$ cat config.mk
export PLATFORM = sky130hd
export DESIGN_NAME = seg7_scan_ctrl
export DESIGN_NICKNAME = d
export VERILOG_FILES = /design/src/rtl/seg7_scan_ctrl.sv
export SDC_FILE = /design/constraint.sdc
export NUM_CORES = 1
export LEC_CHECK = 0
export ABC_CLOCK_PERIOD_IN_PS = 7200
export BUFFER_PORTS_ARGS = -buffer_cell sky130_fd_sc_hd__buf_2
export CORE_UTILIZATION = 35
export DETAILED_ROUTE_END_ITERATION = 8
export PLACE_DENSITY = 0.67
export SYNTH_ARGS = -nofsm -noshare
export SYNTH_HDL_FRONTEND = slang
export SYNTH_SLANG_ARGS = --single-unit
$ cat constraint.sdc
create_clock -name clk -period 7.2 [get_ports clk]
set_clock_uncertainty 0.2 [all_clocks]
set_input_delay 1.44 -clock clk [delete_from_list [all_inputs] [get_ports clk]]
set_output_delay 1.44 -clock clk [all_outputs]
set_load 0.01 [all_outputs]
$ cat src/rtl/seg7_scan_ctrl.sv
// ---------------------------------------------------------------------------
// seg7_scan_ctrl
//
// Multiplexed 7-segment scan controller. NUM_DIGITS hex digits share one
// segment bus. Each digit owns the bus for REFRESH_CYCLES clocks in turn.
// The built-in hex decoder drives the bus. The block also handles per-digit
// decimal points, per-digit blanking, leading-zero suppression and 16-level
// PWM brightness.
//
// Parameters
//   NUM_DIGITS      digits scanned (2..8)
//   REFRESH_CYCLES  clk cycles per digit slot (>= 16)
//   AN_ACTIVE_LOW   1: selected anode driven 0, 0: selected anode driven 1
//
// Ports
//   clk         system clock
//   rst_n       asynchronous active-low reset
//   digits      hex nibbles, digit i = digits[4*i+3:4*i], digit 0 rightmost
//   dp_in       decimal point request per digit, 1 = lit
//   blank       force digit dark (segments and dp), 1 = blank
//   lz_en       leading-zero suppression enable
//   disp_en     0 = all anodes inactive
//   brightness  PWM on-time (brightness+1)/16 within a slot
//   seg         segments {g,f,e,d,c,b,a}, active-low
//   dp_n        decimal point, active-low
//   an          anode enables, polarity per AN_ACTIVE_LOW
//   scan_tick   one-cycle pulse when the scan index advances
//
// All outputs are registered. They reflect the scan index and the inputs
// sampled on the previous clock, so any input change reaches the pins one
// cycle later.
// ---------------------------------------------------------------------------
module seg7_scan_ctrl #(
    parameter int NUM_DIGITS     = 4,
    parameter int REFRESH_CYCLES = 100000,
    parameter int AN_ACTIVE_LOW  = 1
) (
    input  logic                      clk,
    input  logic                      rst_n,
    input  logic [4*NUM_DIGITS-1:0]   digits,
    input  logic [NUM_DIGITS-1:0]     dp_in,
    input  logic [NUM_DIGITS-1:0]     blank,
    input  logic                      lz_en,
    input  logic                      disp_en,
    input  logic [3:0]                brightness,
    output logic [6:0]                seg,
    output logic                      dp_n,
    output logic [NUM_DIGITS-1:0]     an,
    output logic                      scan_tick
);

    localparam int IDX_W  = (NUM_DIGITS > 1) ? $clog2(NUM_DIGITS) : 1;
    localparam int SLOT_W = $clog2(REFRESH_CYCLES);

    localparam logic [IDX_W-1:0]      IDX_LAST  = IDX_W'(NUM_DIGITS - 1);
    localparam logic [SLOT_W-1:0]     SLOT_LAST = SLOT_W'(REFRESH_CYCLES - 1);
    localparam logic [NUM_DIGITS-1:0] AN_OFF    =
        (AN_ACTIVE_LOW != 0) ? {NUM_DIGITS{1'b1}} : {NUM_DIGITS{1'b0}};
    localparam logic [6:0]            SEG_OFF   = 7'h7F;

    logic [SLOT_W-1:0]     slot_cnt;
    logic [IDX_W-1:0]      scan_idx;
    logic [3:0]            pwm_cnt;

    logic                  slot_last;
    logic [NUM_DIGITS-1:0] dark_vec;
    logic                  zero_run;
    logic [3:0]            cur_nibble;
    logic [6:0]            hex_seg;
    logic                  an_on;
    logic [NUM_DIGITS-1:0] an_onehot;
    logic [NUM_DIGITS-1:0] an_sel;

    // Active-low gfedcba patterns for 0..F.
    function automatic logic [6:0] hex_decode(input logic [3:0] nib);
        logic [6:0] pat;
        case (nib)
            4'h0: pat = 7'h40;
            4'h1: pat = 7'h79;
            4'h2: pat = 7'h24;
            4'h3: pat = 7'h30;
            4'h4: pat = 7'h19;
            4'h5: pat = 7'h12;
            4'h6: pat = 7'h02;
            4'h7: pat = 7'h78;
            4'h8: pat = 7'h00;
            4'h9: pat = 7'h10;
            4'hA: pat = 7'h08;
            4'hB: pat = 7'h03;
            4'hC: pat = 7'h46;
            4'hD: pat = 7'h21;
            4'hE: pat = 7'h06;
            default: pat = 7'h0E;
        endcase
        return pat;
    endfunction

    assign slot_last = (slot_cnt == SLOT_LAST);

    // Walk from the most significant digit downwards. zero_run stays set while
    // every digit seen so far is zero, and those digits are the leading zeros.
    // Digit 0 is never suppressed, so an all-zero value still shows "0".
    always_comb begin
        // NOTE: every variable gets a default before any conditional logic, so
        // no path leaves it unassigned and no latch is inferred.
        zero_run = 1'b1;
        dark_vec = '0;
        for (int i = NUM_DIGITS - 1; i >= 0; i--) begin
            zero_run    = zero_run & (digits[4*i +: 4] == 4'h0);
            dark_vec[i] = blank[i] | (lz_en & (i != 0) & zero_run);
        end
    end

    assign cur_nibble = digits[{scan_idx, 2'b00} +: 4];
    assign hex_seg    = hex_decode(cur_nibble);
    assign an_on      = disp_en & (pwm_cnt <= brightness) & ~dark_vec[scan_idx];
    assign an_onehot  = NUM_DIGITS'(1) << scan_idx;
    assign an_sel     = (AN_ACTIVE_LOW != 0) ? ~an_onehot : an_onehot;

    always_ff @(posedge clk or negedge rst_n) begin
        if (!rst_n) begin
            slot_cnt  <= '0;
            scan_idx  <= '0;
            pwm_cnt   <= '0;
            seg       <= SEG_OFF;
            dp_n      <= 1'b1;
            an        <= AN_OFF;
            scan_tick <= 1'b0;
        end else begin
            // NOTE: state uses non-blocking assignments, so every right-hand
            // side below sees the pre-edge values of the counters.
            pwm_cnt   <= pwm_cnt + 4'd1;
            scan_tick <= slot_last;
            if (slot_last) begin
                slot_cnt <= '0;
                scan_idx <= (scan_idx == IDX_LAST) ? '0 : scan_idx + IDX_W'(1);
            end else begin
                slot_cnt <= slot_cnt + SLOT_W'(1);
            end
            // Segments and dp are forced dark whenever the anode is off. This
            // stops the previous digit from ghosting into the next slot.
            seg  <= an_on ? hex_seg : SEG_OFF;
            dp_n <= an_on ? ~dp_in[scan_idx] : 1'b1;
            an   <= an_on ? an_sel : AN_OFF;
        end
    end

endmodule
# Word-level counts from Yosys, hierarchy flattened
# Memories as Yosys holds them, arrays and structs flattened.
# Cells that the tools add are included.
[op_classes]
n_bitwise = 13
magnitude_cmp = 2
n_addsub = 3
muxes = 9
n_reduce_logical = 3
n_eq_ne = 2
n_shift = 2
[op_table]
columns = ["op", "count"]
rows = [
  ["17-bit by 1-bit adder with 17-bit output (second input constant)", 1],
  ["17-bit equality test (second input constant)", 1],
  ["17-bit 2-to-1 mux", 1],
  ["16-bit by 5-bit indexed part select with 4-bit output", 1],
  ["4-bit zero test", 3],
  ["1-bit bitwise AND", 7],
  ["7-bit 2-to-1 mux", 1],
  ["4-bit by 1-bit adder with 4-bit output (second input constant)", 1],
  ["1-bit binary-select mux with 2-bit select", 2],
  ["4-bit <= comparator", 1],
  ["4-bit 2-to-1 mux", 1],
  ["4-bit NOT", 1],
  ["1-bit by 2-bit << shifter with 4-bit output (first input constant)", 1],
  ["2-bit by 3-bit < comparator with 1-bit output (second input constant)", 1],
  ["1-bit 2-to-1 mux", 3],
  ["1-bit OR", 3],
  ["2-bit by 1-bit adder with 2-bit output (second input constant)", 1],
  ["2-bit equality test (second input constant)", 1],
  ["2-bit 2-to-1 mux", 1],
  ["1-bit NOT", 2],
]
[word_totals]
rom_bits = 112
n_memories = 1
input_bits = 32
out_inout_bits = 13
regBits = 36
elab_cells = 42
[mem_list]
columns = ["memory", "words", "word_bits", "read_ports", "rd_ports_with_merged_regs", "wr", "line", "rtl"]
rows = [
  ["(name not given)", 16, 7, 1, 0, 0, "77", "case (nib)"],
]

# Longest topological paths before layout
# Gate-level depths: netlist (run 1).
[logic_depth]
ltp_word = 10
ltp_mapped = 8
ltp_nobuf = 7

# Worst setup path after synthesis (run 1)
# Ideal clock, no wire load.
[synth_timing]
path_kind = "input to register"
startpoint = "input digits[13]"
endpoint = "register seg[2]"
cell_stages = 5
t_arrival_ns = 2.890
path_slack_ns = 4.029
n_path_buf = 0
required_time_ns = 6.919
setup_ns = 0.081
cell_sequence = "or4b_2 o31ai_1 o311ai_0 nor3b_2 o211ai_1"
[synth_between]
elab_chain_len = 10
elab_cells_between_ends = 16
classes_between = "shift: 1; mux: 3; bitwise: 10; reduce/logical: 1; memory: 1"
[synth_rtl]
columns = ["element", "line", "rtl"]
rows = [
  ["from (decl)", "40", "input logic [4*NUM_DIGITS-1:0] digits,"],
  ["4-bit zero test", "109", "zero_run = zero_run & (digits[4*i +: 4] == 4'h0);"],
  ["1-bit bitwise AND (2 in a row)", "109", ""],
  ["1-bit bitwise AND", "110", "dark_vec[i] = blank[i] | (lz_en & (i != 0) & zero_run);"],
  ["1-bit OR", "110", ""],
  ["1-bit binary-select mux with 2-bit select", "116", "assign an_on = disp_en & (pwm_cnt <= brightness) & ~dark_vec[scan_idx];"],
  ["1-bit 2-to-1 mux (implied by the code)", "116", ""],
  ["1-bit NOT", "116", ""],
  ["1-bit bitwise AND", "116", ""],
  ["7-bit 2-to-1 mux (*)", "142", "seg <= an_on ? hex_seg : SEG_OFF;"],
  ["to (signal assigned)", "142", ""],
  ["to (decl)", "46", "output logic [6:0] seg,"],
]
# Every way passes the cells marked *; elsewhere a longest branch is shown, timed or not. The select of a mux whose other input is x is not followed.
# A chain may end at the register's enable or synchronous reset.

# Worst setup path after layout (run 1)
[layout_timing]
startpoint = "input digits[13]"
endpoint = "register seg[4]"
# Same word-level chain as after synthesis.

==> run metrics, run 1 <==
clk_lat worst skew=280 ps; Max Freq=0.3167 GHz; pre-CTS WS=3771 ps; outcome=complete, no violations; CTS resizes=0; root buf cell=clkbuf_8; initial core utilization=36.31%; Routed WL=3659 µm; die width=77.58 µm; Final Worst Setup Slack=4042 ps; sequential share of power=55.7%; total power=0.3727 mW; Layout area overhead=18.02%; Max FO, Critical Path=10; ANT nets after route=0; Logic pwr share=9.8%; worst slew pin tran=762.0 ps; fin crit period=3158 ps; Critical Path Source Type=input pin; Pwr Density=157.9 nW/µm²; syn avg cell area=10.93 µm²; Net Sw Frac=22.34%; sequential fraction of the synthesis area=45.81%; core area=5507 µm²; Cell Int Power=0.2894 mW; CP required=7190 ps; io pins=45; VDD IR max=73.03 µV; EDFF count, synth=0; final setup violation count=0; vias after detailed routing=1,449; drt wl/cell=12.16 µm; Final nets=277; Die ar.=6019 µm²; postcts setup bufs=0; crit path DAT=3150 ps; type of the tightest min-delay check=register to register; ys flop type=dfrtp_1; Longest Clk Path Bufs=2; row cnt=27; Leak=1.079 nW; RSZ-0062 raised after global routing=no; Detailed Place HPWL=2860 µm; post-synthesis cell count=183; Fin Hold WS=277.7 ps; largest net degree at the start of global routing=37; Total GRT Usage=13.41%; Clock transition at path regs=70 ps; die height=77.58 µm; share of layout cells above drive strength 1=31.88%; final slew viol count=0; TNS Setup=0 ps; antenna cells=0; final critical-path share of the clock period=43.86%; initial antenna violation count=0; clock sinks=36; Synth Warn #=0; GRT Residual Overflow=0; first-pass GRT wire length=6354 µm; IO Port Bufs=44; post-synthesis net count=231; DR DRC count=0; Pre-antenna DRT Iters=4; Switching Power=0.08324 mW; Fin. Hold Viols=0; hold_buf cts=0; post-synthesis async set-or-reset flop share=100.0%; final core occ=42.85%; Netlist cell types=40; CTS HTree Levels=2; Worst slew margin=49.20%; max_cap viols=0; post-synthesis sequential element count=36; Clk network pwr share=34.4%; Crit Path Class=input pin to register; 1st-iter DRT viols=39; CTS tree=yes; Num CTS Buffers=5; nature of the critical path endpoint=register; vias in the first global route=1,415; mapped cell area=1999 µm²; Vias/cell=4.814; Placer Congestion=0.7975
[sequential cells by signal, indices dropped and copies added, names as in the netlist]
| name | cells |
|---|---|
| dp_n | 1 |
| slot_cnt | 17 |
| scan_idx | 2 |
| pwm_cnt | 4 |
| scan_tick | 1 |
| seg | 7 |
| an | 4 |
[synthesized netlist by cell type (3+ instances only)]
cell type	n	area [µm²]
dfstp_2	12	315.3
mux4_2	5	112.6
dfrtp_1	24	600.6
nor3_1	3	15.01
ha_1	16	200.2
a21oi_1	3	15.01
and3_1	4	25.02
inv_1	11	41.29
clkbuf_1	3	11.26
nand2_1	19	71.32
xor2_1	7	61.31
nand3_1	9	45.04
mux2i_1	3	30.03
xnor2_1	10	87.58
o211ai_1	3	22.52
nor2_1	18	67.56
[per-layer routing]
layer / global-route usage, % / wire [µm] / up-vias
met5: 0 / 0 / -
met4: 5.472 / 50 / 0
met3: 2.706 / 127 / 5
met2: 21.59 / 1754 / 31
met1: 17.52 / 1727 / 687
li1: - / - / 726
[critical path: stages]
cell and delay (ps):
buf_2 100, or4b_2 700, o31ai_1 230, o311ai_0 240, nor3b_2 300, o211ai_1 130
[cell type report]
cell class | count | area, µm²
Inverter | 11 | 41.29
Timing Repair Buffer | 44 | 220.2
Multi-Input combinational cell | 131 | 1015
Clock inverter | 1 | 5.005
Fill cell | 538 | 3147
Clock buffer | 6 | 72.57
Tap cell | 72 | 90.09
Sequential cell | 36 | 915.9
[stage by stage]
step	cell area [µm²]	instances
3_5_place_dp	2282	294
3_3_place_gp	2282	294
5_1_grt	2360	301
6_report	2360	301
2_1_floorplan	1999	183
4_1_cts	2360	301
[power groups by stage]
stage	combinational (mW)	clock [mW]	sequential, mW
final	0.0366	0.128	0.208
after global routing	0.0413	0.146	0.208
after CTS	0.0373	0.136	0.208
after detailed placement	0.0372	0	0.211
after global placement	0.0367	0	0.211
after floorplan	0.0167	0	0.213
[path summary, 6_finish.rpt]
path	from	to	slack, ps	cells after the start
hold reg to reg	pwm_cnt[0]	pwm_cnt[0]	280	1
setup reg to reg	slot_cnt[12]	scan_idx[0]	4620	5
hold / removal	pwm_cnt[0]	pwm_cnt[0]	280	1
setup / recovery	digits[13]	seg[4]	4040	6
max in group asynchronous	rst_n	slot_cnt[11]	5280	1
min in group asynchronous	rst_n	slot_cnt[15]	1040	1
[cell families (layout without fill, tap and decap cells)]
logic type	count (synthesis)	after routing	share of synthesized area, %
AOI/OAI and AO/OA	15	15	5.194
xor gates and xnor gates	17	17	7.447
adders and majority gates	16	16	10.01
buffers and inverters	16	62	3.442
DFF	36	36	45.81
muxes	11	11	8.824
and+or+nand+nor	72	72	19.27
[layout by cell type, fill, tap and decap left out, types with 4 or more instances in the layout]
| cell | synthesis | layout |
|---|---|---|
| xor2_1 | 7 | 7 |
| clkbuf_8 | 0 | 5 |
| ha_1 | 16 | 16 |
| nor2_1 | 18 | 18 |
| buf_2 | 1 | 44 |
| inv_1 | 11 | 11 |
| dfstp_2 | 12 | 12 |
| nand3_1 | 9 | 9 |
| nand2_1 | 19 | 19 |
| and3_1 | 4 | 4 |
| dfrtp_1 | 24 | 24 |
| mux4_2 | 5 | 5 |
| xnor2_1 | 10 | 10 |
Power figures use the tool's default switching activity.
==> inputs of run 2 (changes only) <==
--- a/config.mk
+++ b/config.mk
@@ -5,11 +5,12 @@
 export SDC_FILE = /design/constraint.sdc
 export NUM_CORES = 1
 export LEC_CHECK = 0
-export ABC_CLOCK_PERIOD_IN_PS = 7200
+export ABC_AREA = 1
+export ABC_CLOCK_PERIOD_IN_PS = 3000
 export BUFFER_PORTS_ARGS = -buffer_cell sky130_fd_sc_hd__buf_2
 export CORE_UTILIZATION = 35
 export DETAILED_ROUTE_END_ITERATION = 8
-export PLACE_DENSITY = 0.67
+export PLACE_DENSITY = 0.66
 export SYNTH_ARGS = -nofsm -noshare
 export SYNTH_HDL_FRONTEND = slang
 export SYNTH_SLANG_ARGS = --single-unit
==> constraint.sdc (replaced) <==
create_clock -name clk -period 3 [get_ports clk]
set_clock_uncertainty 0.2 [all_clocks]
set_input_delay 0.6 -clock clk [delete_from_list [all_inputs] [get_ports clk]]
set_output_delay 0.6 -clock clk [all_outputs]
set_load 0.01 [all_outputs]
==> run 2 against run 1 <==
Effect of this change:
- core utilization up 0.95 points
- non-clock buffer count unchanged
- first-iteration DRC count up 100%
- routed wire length increased by 27%
- global-route usage increased by 2.4 points
- flip-flop and latch count unchanged
- clock-buffer cell count unchanged
- critical path type is now register to register
==> run metrics, run 2 <==
row cnt=28 (+3.7%); CTS HTree Levels=2 (unchanged); Pre-antenna DRT Iters=5 (+1); sequential fraction of the synthesis area=40.53% (-5.3 points); type of the tightest min-delay check=input pin to async pin; postcts setup bufs=0 (unchanged); top cells by count, synth=nand2_1, nor2_1, inv_1, nand3_1, dfrtp_1; final critical-path share of the clock period=74.44%; number of flip-flops in the largest register=17 (unchanged); post-synthesis cell count=300 (+64%); RSZ-0062 raised after global routing=no; Synth Warn #=0 (unchanged); final slew viol count=0 (unchanged); io pins=45 (unchanged); worst-path cell chain=inv_2 > nand2_1 > nand3_1 > nand2_2 > inv_2 > ha_1 > nand3_1 > nand2_1 > nand2_1 > nand2_1 > inv_1 > nand2_1; DR DRC count=0 (unchanged); root buf cell=clkbuf_8; Max Freq=0.4478 GHz; clk_lat worst skew=290 ps (about the same); Pwr Density=381.2 nW/µm² (+140%); pre-CTS WS=747.8 ps (-3024 ps); 1st-iter DRT viols=79 (+100%); Die ar.=6782 µm² (+13%); syn avg cell area=7.532 µm² (-31%); outcome=complete, no violations; total power=1.012 mW (+170%); Net Sw Frac=22.67% (+0.34 points); TNS Setup=0 ps (unchanged); Max FO, Critical Path=17 (+7); Total GRT Usage=15.80% (+2.4 points); Final nets=396 (+43%); Leak=1.371 nW (+27%); Placer Congestion=0.8642 (+8.4%); worst slew pin tran=781.7 ps (+19.75 ps); mapped cell area=2260 µm² (+13%); library cell with the largest summed area after synthesis=dfrtp_1; die width=82.35 µm (+6.1%); max_cap viols=0 (unchanged); CTS resizes=0 (unchanged); Critical Path Source Type=register; Worst slew margin=47.88% (-1.3 points); first-pass GRT wire length=8238 µm (+30%); largest net degree at the start of global routing=37 (unchanged); Clock transition at path regs=70 ps (about the same); clock sinks=36 (unchanged); Longest Clk Path Bufs=2 (unchanged); commonest non-fill, non-tap cell in the layout=nand2_1; cell area after layout=2655 µm² (+13%); top flop regs=slot_cnt: 17 flops, seg: 7 flops; VDD IR max=237.6 µV (+230%); most frequent cells in the layout=nand2_1, buf_2, nor2_1; die height=82.35 µm (+6.1%); Crit path max-delay family=simple AND/OR/NAND/NOR gates; hold_buf cts=0 (unchanged); Crit Path Class=register to register; post-synthesis net count=348 (+51%); Vias/cell=4.705 (-2.3%); drt wl/cell=10.92 µm (-10%); post-synthesis async set-or-reset flop share=100.0% (unchanged); slowest cell on the critical path=dfrtp_1; Cell Int Power=0.7826 mW (+170%); ys flop type=dfrtp_1; vias after detailed routing=1,995 (+38%); area fraction of the dominant cell type after synthesis=26.58% (-3.5 points); CP Buf/Inv Count=3 (+2); CTS tree=yes; vias in the first global route=1,968 (+39%); antenna cells=0 (unchanged); crit path DAT=2230 ps (-920 ps); Post-DP Area=2547 µm² (+12%); post-synthesis sequential element count=36 (unchanged); fin crit period=2233 ps; most numerous cell in the Yosys netlist=nand2_1; ANT nets after route=0 (unchanged); leading post-synthesis cells by cell area=dfrtp_1, nand2_1, dfstp_2; Largest Register=slot_cnt; Netlist cell types=27 (-33%); nature of the critical path endpoint=register; Fin. Hold Viols=0 (unchanged); final core occ=43.81% (+0.95 points); Logic pwr share=9.8% (about the same); core area=6061 µm² (+10%); Num CTS Buffers=5 (unchanged); Clk network pwr share=41.0% (+6.6 points); number of cells on the critical path=12 (+6); Detailed Place HPWL=3615 µm (+26%); final setup violation count=0 (unchanged); Switching Power=0.2295 mW (+180%); IO Port Bufs=44 (unchanged); Final Worst Setup Slack=766.9 ps (-3275 ps); share of layout cells above drive strength 1=22.64% (-9.2 points); EDFF count, synth=0 (unchanged); sequential share of power=49.2% (-6.5 points); CP peak stage delay=660 ps (-40 ps); Routed WL=4629 µm (+27%); initial core utilization=37.28% (+0.97 points); CP required=3000 ps (-4190 ps); R2R depth=12 (+7); initial antenna violation count=0 (unchanged); GRT Residual Overflow=0 (unchanged); Crit path top cell by count=nand2_1; Layout area overhead=17.50%
run 2: changes by cell type after synthesis, sizes merged, moves of 4 or more:
cell   previous run  this run
nand3             9        31
nor2             18        41
or4b              4         0
and3              5         0
xnor2            10         2
o21ai             2         8
inv              11        43
nand2            19        89
a21oi             3         7
mux4              5         0
run 2: worst paths after layout:
check / start / to / slack (ps)
max in group asynchronous: rst_n / slot_cnt[10] / 1920
min: rst_n / slot_cnt[11] / 190
max reg2reg: scan_idx[0] / seg[0] / 770
max: scan_idx[0] / seg[0] / 770
min in group clk: slot_cnt[0] / slot_cnt[0] / 280
min reg2reg: slot_cnt[0] / slot_cnt[0] / 280
run 2: power by group through the flow:
stage | clock network (mW) | registers, mW | logic [mW]
after floorplan | 0 | 0.511 | 0.0493
after global placement | 0 | 0.507 | 0.0997
after detailed placement | 0 | 0.507 | 0.100
after CTS | 0.430 | 0.499 | 0.100
after global routing | 0.452 | 0.499 | 0.115
final | 0.415 | 0.498 | 0.0989
run 2: layout make-up:
type | count | area, µm²
tap | 75 | 93.84
clock inverter | 2 | 35.03
multi-input combinational | 218 | 1154
timing repair buffer | 44 | 220.2
clock buffer | 6 | 72.57
inverter | 43 | 163.9
fill | 634 | 3406
sequential | 36 | 915.9
run 2: through the flow:
| step | hold WS [ps] | cells |
|---|---|---|
| 5_1_grt | 254.9 | 424 |
| 4_1_cts | 213.7 | 424 |
| 3_3_place_gp | 251.6 | 416 |
| 6_report | 189.5 | 424 |
| 2_1_floorplan | 104.4 | 300 |
| 3_5_place_dp | 261.7 | 416 |
run 2: logic make-up (layout without fill, tap and decap cells):
group                    count (synthesis)  after routing  share of synthesized area (%)
AO/OA/AOI/OAI                           16             16                          4.098
XOR/XNOR                                11             11                          4.264
adder cells (fa/ha/maj)                 16             16                          8.859
buffers and inverters                   46             95                          8.416
flip-flops                              36             36                          40.53
AND/OR/NAND/NOR                        175            175                          33.83
run 2: layer usage:
layer	GRT usage [%]	vias up	wire [µm]
met5	0	-	0
met4	6.140	0	32
met3	3.187	4	244
met2	26.12	48	2112
met1	20.15	911	2240
li1	-	1032	-
==> inputs of run 3 (changes only) <==
==> config.mk (replaced) <==
export PLATFORM = sky130hd
export DESIGN_NAME = seg7_scan_ctrl
export DESIGN_NICKNAME = d
export VERILOG_FILES = /design/src/rtl/seg7_scan_ctrl.sv
export SDC_FILE = /design/constraint.sdc
export NUM_CORES = 1
export LEC_CHECK = 0
export ABC_AREA = 0
export ABC_CLOCK_PERIOD_IN_PS = 2210
export BUFFER_PORTS_ARGS = -buffer_cell sky130_fd_sc_hd__buf_2
export CORE_UTILIZATION = 35
export DETAILED_ROUTE_END_ITERATION = 8
export PLACE_DENSITY = 0.67
export SYNTH_ARGS = -nofsm -noshare
export SYNTH_HDL_FRONTEND = slang
export SYNTH_SLANG_ARGS = --single-unit
==> constraint.sdc (replaced) <==
create_clock -name clk -period 2.21 [get_ports clk]
set_clock_uncertainty 0.2 [all_clocks]
set_input_delay 0.442 -clock clk [delete_from_list [all_inputs] [get_ports clk]]
set_output_delay 0.442 -clock clk [all_outputs]
set_load 0.01 [all_outputs]
==> run 3 against run 2 <==
Effect of this change:
- clock-buffer cell count stayed put
- largest cell class unchanged
- sequential share of layout area is 2.1 points higher
- global-route usage is 0.58 points lower
- flip-flop and latch count stayed put
- register-to-register slack worse by 950 ps
- combinational power is 31% higher
- the flow now finishes with violations (setup timing)
==> run metrics, run 3 (synthesized netlist as in run 1, its figures left out) <==
GRT Residual Overflow=0 (unchanged); Clk network pwr share=35.4% (-5.6 points); row cnt=27 (-3.6%); clk_lat worst skew=280 ps (about the same); CP startpoint=slot_cnt[12]; first-pass GRT wire length=7176 µm (-13%); type of the tightest min-delay check=register to register; die width=77.58 µm (-5.8%); ANT nets after route=0 (unchanged); DR DRC count=0 (unchanged); final setup violation count=11 (+11); worst r2r src=slot_cnt[12]; vias in the first global route=1,546 (-21%); Net Sw Frac=23.54% (+0.87 points); r2r endpoint=scan_idx[1]; failing checks=setup timing; worst slew pin tran=516.3 ps (-265.4 ps); fin crit period=2394 ps (+160.5 ps); fill count=539 (-15%); final critical-path share of the clock period=108.3% (+34 points); top flop regs=slot_cnt: 17 flops, seg: 7 flops; sequential share of power=54.2% (+5.0 points); clock sinks=36 (unchanged); Largest Register=slot_cnt; FF-to-FF setup slack=-180 ps (-950 ps); CTS tree=yes; Placer Congestion=0.8293 (-4.0%); initial core utilization=36.31% (-0.97 points); Num CTS Buffers=5 (unchanged); 1st-iter DRT viols=53 (-33%); most used routing layer=met2; Critical Path Source Type=register; met1 Use GR=18.86% (-1.3 points); Final Worst Setup Slack=-183.6 ps (-950.5 ps); nature of the critical path endpoint=register; TNS Setup=-1037 ps (-1037 ps); Crit path top cell by count=or4b_1; hold path depth=1; largest net degree at the start of global routing=24 (-35%); commonest non-fill, non-tap cell in the layout=buf_2; VDD IR max=351.6 µV (+48%); CTS HTree Levels=2 (unchanged); GR Layer Usage met2=25.84% (-0.27 points); area of the multi-input gates=1021 µm² (-11%); core area=5507 µm² (-9.1%); CP peak stage delay=500 ps (-160 ps); most frequent cells in the layout=buf_2, dfrtp_1, nand2_1; sequential cell area=915.9 µm² (unchanged); root buf cell=clkbuf_8; Die ar.=6019 µm² (-11%); die height=77.58 µm (-5.8%); initial antenna violation count=0 (unchanged); max_cap viols=0 (unchanged); worst-path cell chain=or4b_1 > or4b_1 > nor4_2 > and3_4 > mux2_1; GR met3 Demand/Resource=4.000% (+0.81 points); number of flip-flops in the largest register=17 (unchanged); number of cells on the critical path=5 (-7); Vias/cell=4.849 (+3.0%); total power=1.249 mW (+23%); R2R depth=5 (-7); IO Port Bufs=44 (unchanged); Logic pwr share=10.4% (+0.6 points); Clock transition at path regs=70 ps (about the same); Layout area overhead=25.03%; Fin. Hold Viols=0 (unchanged); crit path DAT=2350 ps (+120 ps); RSZ-0062 raised after global routing=yes; CP Buf/Inv Count=0 (-3); Final nets=292 (-26%); Pwr Density=499.6 nW/µm² (+31%); CP required=2170 ps (-830 ps); Leak=1.156 nW (-16%); vias after detailed routing=1,537 (-23%); Crit path max-delay family=simple AND/OR/NAND/NOR gates; final slew viol count=0 (unchanged); worst setup path end=scan_idx[1]; Cell Int Power=0.9550 mW (+22%); share of layout cells above drive strength 1=35.51% (+13 points); Switching Power=0.2940 mW (+28%); antenna cells=0 (unchanged); Crit Path Class=register to register; io pins=45 (unchanged); Routed WL=4055 µm (-12%); Detailed Place HPWL=3161 µm (-13%); Worst slew margin=65.58% (+18 points); drt wl/cell=12.79 µm (+17%); Max FO, Critical Path=3 (-14); slowest cell on the critical path=or4b_1; outcome=finished, violations left; Pre-antenna DRT Iters=4 (-1); Total GRT Usage=15.22% (-0.58 points); Longest Clk Path Bufs=2 (unchanged); Max Freq=0.4178 GHz (-6.7%)
-- run 3: cell types whose count changed in the layout (fill, tap and decap cells not counted), sizes merged, moves of 4 or more --
cell / change
nand3: -22
and3: +5
o21ai: -6
nand2: -70
inv: -32
buf: +14
mux4: +5
xnor2: +8
or4b: +4
a21oi: -4
nor2: -23
-- run 3: power by group through the flow --
stage | clock network, mW | logic, mW | registers, mW
after detailed placement | 0 | 0.124 | 0.689
final | 0.442 | 0.130 | 0.677
after global routing | 0.482 | 0.148 | 0.677
after CTS | 0.451 | 0.126 | 0.677
after floorplan | 0 | 0.0544 | 0.694
after global placement | 0 | 0.123 | 0.688
-- run 3: cell type report --
class	count	area share, %
sequential	36	36.64
timing repair buffer	59	13.91
inverter	11	1.652
multi-input combinational	131	40.84
clock inverter	2	0.4505
tap	72	3.604
clock buffer	6	2.903
-- run 3: per-stage QoR --
stage                     setup slack [ps]  cells  area [µm²]  util (%)  hold WS (ps)
after floorplan                     -141.8    183        1999         -        -53.59
after global placement              -113.9    307        2380     43.22         252.3
after detailed placement            -172.7    307        2380     43.22         250.1
after CTS                           -200.3    316        2474     44.92         279.1
after global routing                -246.6    317        2500     45.40         297.7
final                               -183.6    317        2500     45.40         275.3
-- run 3: layer usage --
metal | vias to the layer above | share of wire, % | wire, µm
met1 | 754 | 46 | 1863
met4 | 0 | 0.57 | 23
met5 | - | 0 | 0
li1 | 755 | - | -
met3 | 2 | 3.3 | 133
met2 | 26 | 50 | 2035
-- run 3: worst min-delay path by stage --
stage                           from          end  slack [ps]
after global placement         rst_n  scan_idx[0]         250
after global routing      pwm_cnt[3]   pwm_cnt[3]         300
after floorplan                rst_n   pwm_cnt[0]         -50
after CTS                 pwm_cnt[0]   pwm_cnt[0]         280
final                     pwm_cnt[0]   pwm_cnt[0]         280
after detailed placement       rst_n  scan_idx[0]         250
-- run 3: what timing repair did --
item,4_1_cts,5_1_grt
hold endpoints to repair,18,0
setup endpoints to repair,12,23
resized for setup,0,2
hold buffers,1,0
pin swaps,1,1
setup buffers,0,1
-- run 3: worst reg2reg max path, delay by kind of cell (launching register included) --
kind / cells / cell delay (ps)
mux: 1 / 320
flops: 1 / 380
simple gates: 4 / 1370
